==> src/rtl/adc_interface_axi_if.sv <==
// AXI4-Lite read/write channel bundle for the ADC peripheral.
// The slave modport is the DUT view; the master modport is the bus/bench view.
interface adc_interface_axi_if;
  logic        ARVALID;
  logic        ARREADY;
  logic        RVALID;
  logic        RREADY;
  logic [31:0] RDATA;
  logic        AWVALID;
  logic        AWREADY;
  logic        WVALID;
  logic        WREADY;
  logic [31:0] AWADDR;
  logic [31:0] WDATA;
  logic [3:0]  WSTRB;
  logic        BVALID;
  logic        BREADY;

  modport slave (
    input  ARVALID, RREADY, AWVALID, WVALID, AWADDR, WDATA, WSTRB, BREADY,
    output ARREADY, RVALID, RDATA, AWREADY, WREADY, BVALID
  );

  modport master (
    output ARVALID, RREADY, AWVALID, WVALID, AWADDR, WDATA, WSTRB, BREADY,
    input  ARREADY, RVALID, RDATA, AWREADY, WREADY, BVALID
  );
endinterface

==> src/rtl/adc_interface_axi.sv <==
// AXI4-Lite read-only ADC front end: each AR starts one conversion and returns the sample on R.
// Define ADC_TIMEOUT_EN to abort a conversion after TIMEOUT cycles (RDATA[31] flags the abort).
module adc_interface_axi #(
  parameter int DATA_W  = 12,
  parameter int TIMEOUT = 16
) (
  input  logic              CLK,
  input  logic              RST,
  adc_interface_axi_if.slave axi,
  output logic              SOC_o,
  input  logic              EOC_i,
  input  logic [DATA_W-1:0] DIN_i
);

  typedef enum logic [2:0] {
    R_IDLE = 3'd0,
    R_ADDR = 3'd1,
    R_SOC  = 3'd2,
    R_WAIT = 3'd3,
    R_RESP = 3'd4
  } r_state_e;

  typedef enum logic [1:0] {
    W_IDLE = 2'd0,
    W_ACK  = 2'd1,
    W_RESP = 2'd2
  } w_state_e;

  r_state_e          r_state_q, r_state_d;
  w_state_e          w_state_q, w_state_d;
  logic              eoc_meta_q, eoc_sync_q, eoc_prev_q;
  logic              eoc_rise_s;
  logic [DATA_W-1:0] sample_q, sample_d;
  logic              timeout_q, timeout_d;
  logic              arready_q, arready_d;
  logic              soc_q, soc_d;
  logic              rvalid_q, rvalid_d;
  logic [31:0]       rdata_q, rdata_d;
  logic              awready_q, awready_d;
  logic              wready_q, wready_d;
  logic              bvalid_q, bvalid_d;
  logic              unused_s;
`ifdef ADC_TIMEOUT_EN
  logic [4:0]        cnt_q, cnt_d;
`endif

  function automatic logic [31:0] pack_rdata(input logic flag, input logic [DATA_W-1:0] smp);
    logic [31:0] word;
    word             = 32'd0;
    word[DATA_W-1:0] = smp;
    word[31]         = flag;
    return word;
  endfunction

  // Write address/data/strobe are deliberately discarded.
  assign unused_s   = ^{axi.AWADDR, axi.WDATA, axi.WSTRB};
  assign eoc_rise_s = eoc_sync_q & ~eoc_prev_q;

  // EOC synchroniser and edge-history flop
  always_ff @(posedge CLK or negedge RST) begin
    if (!RST) begin
      eoc_meta_q <= 1'b0;
      eoc_sync_q <= 1'b0;
      eoc_prev_q <= 1'b0;
    end else begin
      eoc_meta_q <= EOC_i;
      eoc_sync_q <= eoc_meta_q;
      eoc_prev_q <= eoc_sync_q;
    end
  end

  // State, datapath and output registers
  always_ff @(posedge CLK or negedge RST) begin
    if (!RST) begin
      r_state_q <= R_IDLE;
      w_state_q <= W_IDLE;
      sample_q  <= '0;
      timeout_q <= 1'b0;
      arready_q <= 1'b0;
      soc_q     <= 1'b0;
      rvalid_q  <= 1'b0;
      rdata_q   <= 32'd0;
      awready_q <= 1'b0;
      wready_q  <= 1'b0;
      bvalid_q  <= 1'b0;
`ifdef ADC_TIMEOUT_EN
      cnt_q     <= 5'd0;
`endif
    end else begin
      r_state_q <= r_state_d;
      w_state_q <= w_state_d;
      sample_q  <= sample_d;
      timeout_q <= timeout_d;
      arready_q <= arready_d;
      soc_q     <= soc_d;
      rvalid_q  <= rvalid_d;
      rdata_q   <= rdata_d;
      awready_q <= awready_d;
      wready_q  <= wready_d;
      bvalid_q  <= bvalid_d;
`ifdef ADC_TIMEOUT_EN
      cnt_q     <= cnt_d;
`endif
    end
  end

  // Read FSM next state plus sample/timeout capture
  always_comb begin
    r_state_d = r_state_q;
    sample_d  = sample_q;
    timeout_d = timeout_q;
`ifdef ADC_TIMEOUT_EN
    cnt_d     = cnt_q;
`endif
    case (r_state_q)
      R_IDLE: begin
        if (axi.ARVALID) r_state_d = R_ADDR;
        else             r_state_d = R_IDLE;
      end
      R_ADDR: r_state_d = R_SOC;
      R_SOC: begin
        r_state_d = R_WAIT;
        timeout_d = 1'b0;
`ifdef ADC_TIMEOUT_EN
        cnt_d     = 5'd0;
`endif
      end
      R_WAIT: begin
`ifdef ADC_TIMEOUT_EN
        cnt_d = cnt_q + 5'd1;
        if (eoc_rise_s) begin
          sample_d  = DIN_i;
          r_state_d = R_RESP;
        end else if (cnt_q == 5'(TIMEOUT - 1)) begin
          // Abort keeps the previous sample and only raises the flag.
          timeout_d = 1'b1;
          r_state_d = R_RESP;
        end else begin
          r_state_d = R_WAIT;
        end
`else
        if (eoc_rise_s) begin
          sample_d  = DIN_i;
          r_state_d = R_RESP;
        end else begin
          r_state_d = R_WAIT;
        end
`endif
      end
      R_RESP: begin
        if (axi.RREADY) r_state_d = R_IDLE;
        else            r_state_d = R_RESP;
      end
      default: r_state_d = R_IDLE;
    endcase
  end

  // Write FSM next state
  always_comb begin
    w_state_d = w_state_q;
    case (w_state_q)
      W_IDLE: begin
        if (axi.AWVALID && axi.WVALID) w_state_d = W_ACK;
        else                           w_state_d = W_IDLE;
      end
      W_ACK: w_state_d = W_RESP;
      W_RESP: begin
        if (axi.BREADY) w_state_d = W_IDLE;
        else            w_state_d = W_RESP;
      end
      default: w_state_d = W_IDLE;
    endcase
  end

  // Outputs decoded from the next state so they register in step with it
  always_comb begin
    arready_d = (r_state_d == R_ADDR);
    soc_d     = (r_state_d == R_SOC);
    rvalid_d  = (r_state_d == R_RESP);
    awready_d = (w_state_d == W_ACK);
    wready_d  = (w_state_d == W_ACK);
    bvalid_d  = (w_state_d == W_RESP);
    if (r_state_d == R_RESP) rdata_d = pack_rdata(timeout_d, sample_d);
    else                     rdata_d = 32'd0;
  end

  assign axi.ARREADY = arready_q;
  assign axi.RVALID  = rvalid_q;
  assign axi.RDATA   = rdata_q;
  assign axi.AWREADY = awready_q;
  assign axi.WREADY  = wready_q;
  assign axi.BVALID  = bvalid_q;
  assign SOC_o       = soc_q;

endmodule

==> src/flat_wrapper.sv <==
// flat-port wrapper written by rule: the top's interface ports become plain ports
module adc_interface_axi_flat 
#(
  parameter int DATA_W  = 12,
  parameter int TIMEOUT = 16
)
  (CLK, RST, SOC_o, EOC_i, DIN_i, axi_ARVALID, axi_RREADY, axi_AWVALID, axi_WVALID, axi_AWADDR, axi_WDATA, axi_WSTRB, axi_BREADY, axi_ARREADY, axi_RVALID, axi_RDATA, axi_AWREADY, axi_WREADY, axi_BVALID);
  adc_interface_axi_if axi_i ();
  input  logic CLK;
  input  logic RST;
  output logic SOC_o;
  input  logic EOC_i;
  input  logic [DATA_W-1:0] DIN_i;
  input wire logic [$bits(axi_i.ARVALID)-1:0] axi_ARVALID;
  input wire logic [$bits(axi_i.RREADY)-1:0] axi_RREADY;
  input wire logic [$bits(axi_i.AWVALID)-1:0] axi_AWVALID;
  input wire logic [$bits(axi_i.WVALID)-1:0] axi_WVALID;
  input wire logic [$bits(axi_i.AWADDR)-1:0] axi_AWADDR;
  input wire logic [$bits(axi_i.WDATA)-1:0] axi_WDATA;
  input wire logic [$bits(axi_i.WSTRB)-1:0] axi_WSTRB;
  input wire logic [$bits(axi_i.BREADY)-1:0] axi_BREADY;
  output wire logic [$bits(axi_i.ARREADY)-1:0] axi_ARREADY;
  output wire logic [$bits(axi_i.RVALID)-1:0] axi_RVALID;
  output wire logic [$bits(axi_i.RDATA)-1:0] axi_RDATA;
  output wire logic [$bits(axi_i.AWREADY)-1:0] axi_AWREADY;
  output wire logic [$bits(axi_i.WREADY)-1:0] axi_WREADY;
  output wire logic [$bits(axi_i.BVALID)-1:0] axi_BVALID;
  assign axi_i.ARVALID = axi_ARVALID;
  assign axi_i.RREADY = axi_RREADY;
  assign axi_i.AWVALID = axi_AWVALID;
  assign axi_i.WVALID = axi_WVALID;
  assign axi_i.AWADDR = axi_AWADDR;
  assign axi_i.WDATA = axi_WDATA;
  assign axi_i.WSTRB = axi_WSTRB;
  assign axi_i.BREADY = axi_BREADY;
  assign axi_ARREADY = axi_i.ARREADY;
  assign axi_RVALID = axi_i.RVALID;
  assign axi_RDATA = axi_i.RDATA;
  assign axi_AWREADY = axi_i.AWREADY;
  assign axi_WREADY = axi_i.WREADY;
  assign axi_BVALID = axi_i.BVALID;
  adc_interface_axi #(.DATA_W(DATA_W), .TIMEOUT(TIMEOUT)) u_core (.CLK(CLK), .RST(RST), .axi(axi_i), .SOC_o(SOC_o), .EOC_i(EOC_i), .DIN_i(DIN_i));
endmodule
==> config.mk <==
export PLATFORM = sky130hd
export DESIGN_NAME = adc_interface_axi_flat
export DESIGN_NICKNAME = d
export VERILOG_FILES = /design/src/rtl/adc_interface_axi_if.sv /design/src/rtl/adc_interface_axi.sv /design/src/flat_wrapper.sv
export SDC_FILE = /design/constraint.sdc
export NUM_CORES = 1
export LEC_CHECK = 0
export CORE_UTILIZATION = 30
export DETAILED_ROUTE_END_ITERATION = 16
export GPL_TIMING_DRIVEN = 0
export MAX_ROUTING_LAYER = met4
export PLACE_DENSITY_LB_ADDON = 0.2
export RECOVER_POWER = 50
export SETUP_SLACK_MARGIN = 0.4
export SLEW_MARGIN = 20
export SYNTH_ARGS = -nofsm -noshare
export SYNTH_HDL_FRONTEND = slang
export SYNTH_SLANG_ARGS = --single-unit
==> constraint.sdc <==
create_clock -name CLK -period 2.9 [get_ports CLK]
set_input_delay 0.725 -clock CLK [delete_from_list [all_inputs] [get_ports CLK]]
set_output_delay 0.725 -clock CLK [all_outputs]
set_load 0.02 [all_outputs]
# Word-level counts from Yosys, hierarchy flattened
# Index checks and enable logic that the tools add are counted.
[op_classes]
eq_ne = 11
n_mux = 11
bitwise_logic = 2
reduce_logical = 3
[ops]
columns = ["operator", "n"]
rows = [
  ["$mux W32", 1],
  ["$mux W12", 2],
  ["$pmux W3 S5", 1],
  ["$eq A3 B2 Y1 const B", 3],
  ["$eq A3 B1 Y1 const B", 2],
  ["$eq A3 B3 Y1 const B", 2],
  ["$mux W3", 2],
  ["$pmux W2 S3", 1],
  ["$eq A2 B1 Y1 const B", 2],
  ["$eq A2 B2 Y1 const B", 2],
  ["$logic_not A3 Y1", 1],
  ["$mux W1", 3],
  ["$logic_not A2 Y1", 1],
  ["$mux W2", 1],
  ["$and A1 B1 Y1", 1],
  ["$logic_and A1 B1 Y1", 1],
  ["$not A1 Y1", 1],
]
[word_totals]
regBits = 58
in_bits = 88
out_inout_bits = 38
elab_cells = 40

# Logic depth before layout (Yosys ltp)
# Gate-level depths: netlist of run 1.
[depth]
ltp_word = 6
mapped_depth = 5
mapped_depth_nobuf = 3

# Worst setup path before layout of run 1
# Ideal clock, no wire load.
[synth_timing]
kind = "input port to flip-flop"
start = "input axi_RREADY"
end = "register u_core.rdata_q[10] (netlist: u_core.axi.RDATA[10])"
setup_ns = 0.065
t_arrival_ns = 1.452
path_slack_ns = 1.382
path_stages = 3
path_cell_list = "nor4b_2 > buf_2 > a22o_1"
[synth_via]
elab_chain_len = 4
[synth_lines]
columns = ["item", "line", "source"]
rows = [
  ["start: declaration", "flat_wrapper.sv:15", "input wire logic [$bits(axi_i.RREADY)-1:0] axi_RREADY;"],
  ["$mux W3", "adc_interface_axi.sv:151", "if (axi.RREADY) r_state_d = R_IDLE;"],
  ["$pmux W3 S5", "adc_interface_axi.sv:115", "case (r_state_q)"],
  ["$eq A3 B3 Y1", "adc_interface_axi.sv:183", "if (r_state_d == R_RESP) rdata_d = pack_rdata(timeout_d, sample_d);"],
  ["$mux W32", "adc_interface_axi.sv:183", ""],
  ["via u_core.rdata_d[10]", "adc_interface_axi.sv:38", "logic [31:0] rdata_q, rdata_d;"],
  ["end signal: assignment", "adc_interface_axi.sv:97", "rdata_q <= rdata_d;"],
  ["end: declaration", "adc_interface_axi.sv:38", ""],
]
# The timed path passes the listed nets, and every way through them passes these cells.

==> qor.yml, run 1 <==
status:
  outcome: "completed"
global_route:
  grt_pass1_wl_um: 4350
  antenna_found_initial: 0
  first_global_vias: 913
  overflow: 0
  grt_use_total_pct: 11.4
  grt_max_degree: 22
worst_setup_path:
  rrSetupSlack_ns: 1.32
  critPathMaxFanout: 2
  startpoint_type: "flip-flop"
  criticalPathCategory: "flip-flop to primary output"
  worst_ep_required_time_ns: 2.17
  cp_data_arrival_time_ns: 1.31
  end_kind: "primary output"
  reg2reg_depth: 5
  r2r-end: "u_core.sample_q[7]"
  worstReg2RegStart: "u_core.r_state_q[1]"
power_and_ir_drop:
  comb_power_share_pct: 25.3
  clkPwrFrac_pct: 27.9
  ir_drop_mv: 0.236
  netSwitchingPower_w: 0.000439
  p_sw_share_pct: 26.7
  internal_power_w: 0.00121
  p_seq_share_pct: 46.7
  p_per_area_nw_per_um2: 730
  p_leak_nw: 1.07
  power_w: 0.00165
logic_synthesis:
  ys_seq_elements: 39
  synth_top_area_cell: "dfrtp_1"
  synth_area_leaders: "dfrtp_1 62%, buf_4 10%, a22o_1 6.7%"
  synth_area_um2: 1580
  synthCells: 110
  yosysSeqAreaShare_pct: 61.8
  yosysWarnings: 0
  synth.top_cell.area_share_pct: 61.8
  syn_avg_cell_area_um2: 14.4
  ys_types: 24
layout:
  design_area_um2: 2250
  antenna_cells: 0
  drive_above_1_share_pct: 27.4
  area_delta_synth_final_pct: 42.7
  final_net_count: 262
timing:
  hold_viol_final: 0
  finalCriticalPeriod_ns: 2.04
  setup_viol: 0
  period_share_pct: 70.3
  maxSlewHeadroom_pct: 27.2
  final-max-slew-violation-count: 0
  max_freq_ghz: 0.491
  worst-slew-pin-transition_ns: 1.09
  skew_ns: 0.00621
  rsz0062_at_grt: "no"
  final.setup.tns_ns: 0
routing:
  drt_iter0_markers: 53
  drcViolationCount: 0
  drt_first_pass_iters: 3
  vias: 974
  wl_um: 2810
  drtAntennaViolNets: 0
  via_per_inst: 3.98
  wl_per_cell_um: 11.5
placed_design:
  gp_congestion: 0.784
  dpl_cell_area_um2: 2140
  io_buffers: 38
  dp_hpwl_um: 2030
worst_hold_path:
  min_path_type: "flip-flop to flip-flop"
  hold_end: "u_core.eoc_sync_q"
  min_from: "u_core.eoc_meta_q"
  whs_path_depth: 0
floorplan:
  num_io_pins: 126
  die_area_um2: 5560
  core_area_um2: 5070
  rows: 26
  die_h_um: 74.6
  fp.dieW_um: 74.6
  initial_core_util_pct: 31.1
cts:
  cts.sinks: 39
  htreeDepth: 2
  clock-root-buffer: "clkbuf_8"
  cts_tree: "done"
  worstSkewPairLatency_ns: 0.29
  cts_hold_buf: 0
  clk_pin_slew_worst_paths_ns: 0.07
  post_cts.repair.setup_buffers: 0
  cts_resized: 0
  cts_buffers: 5
  clockBufferDepth: 2
run:
  cap_violations: 0
## cell usage after synthesis
library cell	count
dfrtp_1	39
buf_4	21
a22o_1	12
mux2_2	9
mux2_4	5
nor2_1	3
and3b_1	2
nor3_1	2
or2_1	2
a211oi_1	1
a21boi_0	1
a21oi_1	1
buf_2	1
buf_6	1
buf_8	1
conb_1	1
inv_1	1
nand2_1	1
nor3b_1	1
nor4b_1	1
nor4b_2	1
o21a_1	1
o21ai_0	1
o21bai_1	1
## layout by cell type (no fill, tap or decap), types with 3 or more instances in the layout
master / instances
buf_4: 21
clkdlybuf4s50_1: 34
mux2_2: 9
dfrtp_1: 39
mux2_4: 5
clkbuf_8: 6
nor2_1: 3
dlygate4sd3_1: 3
a22o_1: 12
conb_1: 19
## critical path, stage by stage (launching register included)
cell and delay [ns]:
dfrtp_1 0.35, buf_4 0.10, clkdlybuf4s50_1 0.58
## worst max path at each step
stage / start / to / slack (ns) / depth (start not counted)
6_report: u_core.axi.AWREADY / axi_WREADY / 0.86 / 2
5_1_grt: u_core.axi.AWREADY / axi_WREADY / 0.81 / 2
4_1_cts: u_core.axi.AWREADY / axi_WREADY / 0.84 / 2
3_3_place_gp: RST / u_core.axi.RDATA[2] / 0.24 / 1
2_1_floorplan: axi_RREADY / u_core.axi.RDATA[10] / 1.38 / 3
3_5_place_dp: axi_RREADY / u_core.axi.RDATA[5] / 0.68 / 4
## flip-flops by register name (all words and copies together) (netlist names), 2 cells and up
name	cells
u_core.w_state_q	2
u_core.r_state_q	3
u_core.sample_q	12
u_core.axi.RDATA	13
## layer usage
layer	wire length, um	track usage (%)	up-vias
met5	0	-	-
met4	48	5.03	0
met3	239	4.74	5
met2	1330	16.3	38
met1	1190	13.9	459
li1	-	-	472
## metrics by stage
stage                     std cells  hold slack, ns  util (%)  setup slack (ns)
after floorplan                 128           0.331         -              1.38
after global placement          236           0.334      41.7             0.239
after detailed placement        237           0.337      42.1             0.679
after CTS                       245           0.355      44.5             0.835
after global routing            245           0.357      44.4             0.807
final                           245           0.352      44.4             0.862
## area by class of cell
type                       instances  area [um2]
clock buffer                       6        82.6
tap                               70        87.6
clock inverter                     2        35.0
fill                             478        2820
sequential                        39         976
multi-input combinational         64         479
buffer                            24         189
timing repair buffer              39         402
inverter                           1        3.75
## power by group through the flow
stage	clock network [W]	logic (W)	registers, W
6_report	0.000460	0.000417	0.000769
4_1_cts	0.000480	0.000422	0.000770
5_1_grt	0.000505	0.000447	0.000786
3_3_place_gp	0	0.000407	0.000769
3_5_place_dp	0	0.000419	0.000780
2_1_floorplan	0	0.000245	0.000797
## kinds of logic after synthesis
logic type / Yosys count / synth area share (%)
other: 1 / 0.237
multiplexers: 14 / 11.2
buffers and inverters: 25 / 12.2
AO/OA/AOI/OAI: 18 / 9.18
flip-flops: 39 / 61.8
AND/OR/NAND/NOR: 13 / 5.46
Power figures use the tool's default switching activity.
==> run 2: changes to the inputs <==
--- a/config.mk
+++ b/config.mk
@@ -5,7 +5,7 @@
 export SDC_FILE = /design/constraint.sdc
 export NUM_CORES = 1
 export LEC_CHECK = 0
-export CORE_UTILIZATION = 30
+export CORE_UTILIZATION = 29
 export DETAILED_ROUTE_END_ITERATION = 16
 export GPL_TIMING_DRIVEN = 0
 export MAX_ROUTING_LAYER = met4
==> constraint.sdc (replaced) <==
create_clock -name CLK -period 1.7 [get_ports CLK]
set_input_delay 0.425 -clock CLK [delete_from_list [all_inputs] [get_ports CLK]]
set_output_delay 0.425 -clock CLK [all_outputs]
set_load 0.02 [all_outputs]
==> run 2 against run 1 <==
  * Via count grew 4.8%
  * Highest routed layer unchanged
  * Core utilization fell by 0.67 points
  * Critical endpoint is now u_core.sample_q[7]
  * Sequential cell count stayed put
  * Die area rose by 3.4%
  * Critical path depth grew 3
  * Cell count rose by 2.9%
==> qor.yml, run 2 (synthesis results as in run 1) <==
routing:
  drcViolationCount: 0  # unchanged
  drt_first_pass_iters: 4  # +1
  drt_iter0_markers: 24  # -55%
  via_per_inst: 4.05  # +1.9%
  drtAntennaViolNets: 0  # unchanged
  vias: 1021  # +4.8%
  wl_per_cell_um: 11.9  # +3.9%
  wl_um: 3010  # +6.9%
cts:
  clk_pin_slew_worst_paths_ns: 0.07  # about the same
  htreeDepth: 2  # unchanged
  worstSkewPairLatency_ns: 0.28  # about the same
  clockBufferDepth: 2  # unchanged
  cts_tree: "done"
  cts_hold_buf: 0  # unchanged
  cts_buffers: 5  # unchanged
  cts.sinks: 39  # unchanged
  clock-root-buffer: "clkbuf_8"
placed_design:
  gp_congestion: 0.703  # -10%
  dpl_cell_area_um2: 2140  # unchanged
  dp_hpwl_um: 2120  # +4.5%
  io_buffers: 38  # unchanged
worst_setup_path:
  criticalPathCategory: "flip-flop to flip-flop"
  worst_ep_required_time_ns: 1.87  # -0.30 ns
  critPathMaxFanout: 6  # +4
  rrSetupSlack_ns: 0.20  # -1.12 ns
  end_kind: "flip-flop"
  reg2reg_depth: 5  # unchanged
  cp-startpoint: "u_core.r_state_q[1]"
  cp_data_arrival_time_ns: 1.67  # +0.36 ns
  worstReg2RegStart: "u_core.r_state_q[1]"
  startpoint_type: "flip-flop"
timing:
  skew_ns: 0.00573  # -0.000474 ns
  rsz0062_at_grt: "yes"
  hold_viol_final: 0  # unchanged
  finalCriticalPeriod_ns: 1.50
  holdWs_ns: 0.306  # -0.0457 ns
  period_share_pct: 88.1
  final-max-slew-violation-count: 0  # unchanged
  max_freq_ghz: 0.667
  maxSlewHeadroom_pct: 28.9  # +1.7 points
  setup_viol: 0  # unchanged
  final.setup.tns_ns: 0  # unchanged
  worst-slew-pin-transition_ns: 1.07  # -0.0260 ns
global_route:
  grt_max_degree: 23  # +4.5%
  antenna_found_initial: 0  # unchanged
  grt_pass1_wl_um: 4530  # +4.0%
  grt_use_total_pct: 11.4  # +0.046 points
  first_global_vias: 978  # +7.1%
  overflow: 0  # unchanged
power_and_ir_drop:
  power_w: 0.00285  # +73%
  p_per_area_nw_per_um2: 1260  # +73%
  p_leak_nw: 1.15  # +7.8%
  ir_drop_mv: 0.445  # +89%
layout:
  final_net_count: 269  # +2.7%
  largest_reg_flops: 13  # unchanged
  antenna_cells: 0  # unchanged
  drive_above_1_share_pct: 41.2  # +14 points
  final_common_cell: "dfrtp_1"
  design_area_um2: 2260  # +0.39%
  layout_common_cells: "38 x dfrtp_1, 23 x buf_4, 19 x conb_1, 19 x buf_2, 15 x clkdlybuf4s50_1"
  area_delta_synth_final_pct: 43.2
floorplan:
  die_area_um2: 5750  # +3.4%
  die_h_um: 75.8  # +1.7%
  fp.dieW_um: 75.8  # +1.7%
  core_area_um2: 5170  # +1.9%
  initial_core_util_pct: 30.6  # -0.59 points
  rows: 26  # unchanged
  num_io_pins: 126  # unchanged
status:
  outcome: "completed"
worst_hold_path:
  min_path_type: "primary input to async pin"
run:
  cap_violations: 0  # unchanged
[run 2: cell count changes in the layout (fill, tap and decap cells not counted), sizes merged]
cell,before,now
buf,25,48
clkdlybuf4s50,34,15
clkbuf,7,10
[run 2: final timing paths]
path                                       end
min                          u_core.axi.BVALID
max in group asynchronous  u_core.r_state_q[1]
max reg2reg                 u_core.sample_q[7]
min reg2reg                  u_core.eoc_sync_q
min in group CLK             u_core.eoc_sync_q
max                         u_core.sample_q[7]
[run 2: stage by stage]
stage / instances / utilization (%) / setup slack [ns]
2_1_floorplan: 128 / - / 0.248
3_3_place_gp: 236 / 40.9 / -0.678
3_5_place_dp: 237 / 41.3 / -0.265
4_1_cts: 250 / 43.0 / 0.197
5_1_grt: 252 / 43.8 / 0.165
6_report: 252 / 43.8 / 0.201
[run 2: repair_timing]
action / CTS / global route
endpoints found under the hold margin: 0 / 0
gates resized for setup: 79 / 8
cloned: 0 / 2
pin swaps: 1 / 3
setup endpoints to repair: 46 / 28
setup buffers: 5 / 0
[run 2: area by class of cell]
cell class              instances  area, um2
clock inverters                 2       35.0
flip-flops and latches         39        977
fillers                       482       2910
clock buffers                   6       82.6
plain buffers                  24        208
well taps                      70       87.6
inverters                       1       3.75
repair buffers                 46        377
multi-input cells              64        493
[run 2: where the power goes]
part	leakage [nW]	internal, W	switching [W]
clock	0.0612	0.000475	0.000309
combinational	0.594	0.000444	0.000322
sequential	0.498	0.00116	0.000140
total	1.15	0.00208	0.000772
[run 2: routing by layer]
layer	part of all wire [%]	global-route usage, %	routed length, um
met5	0	-	0
met4	1.1	4.73	33
met3	7.9	3.97	238
met2	51	19.0	1530
met1	40	12.4	1210
[run 2: critical path, cell delays in order (launching register included)]
cell and delay [ns]:
dfrtp_2 0.41, and3b_1 0.18, and3b_2 0.23, buf_8 0.14, buf_12 0.13, mux2_4 0.29
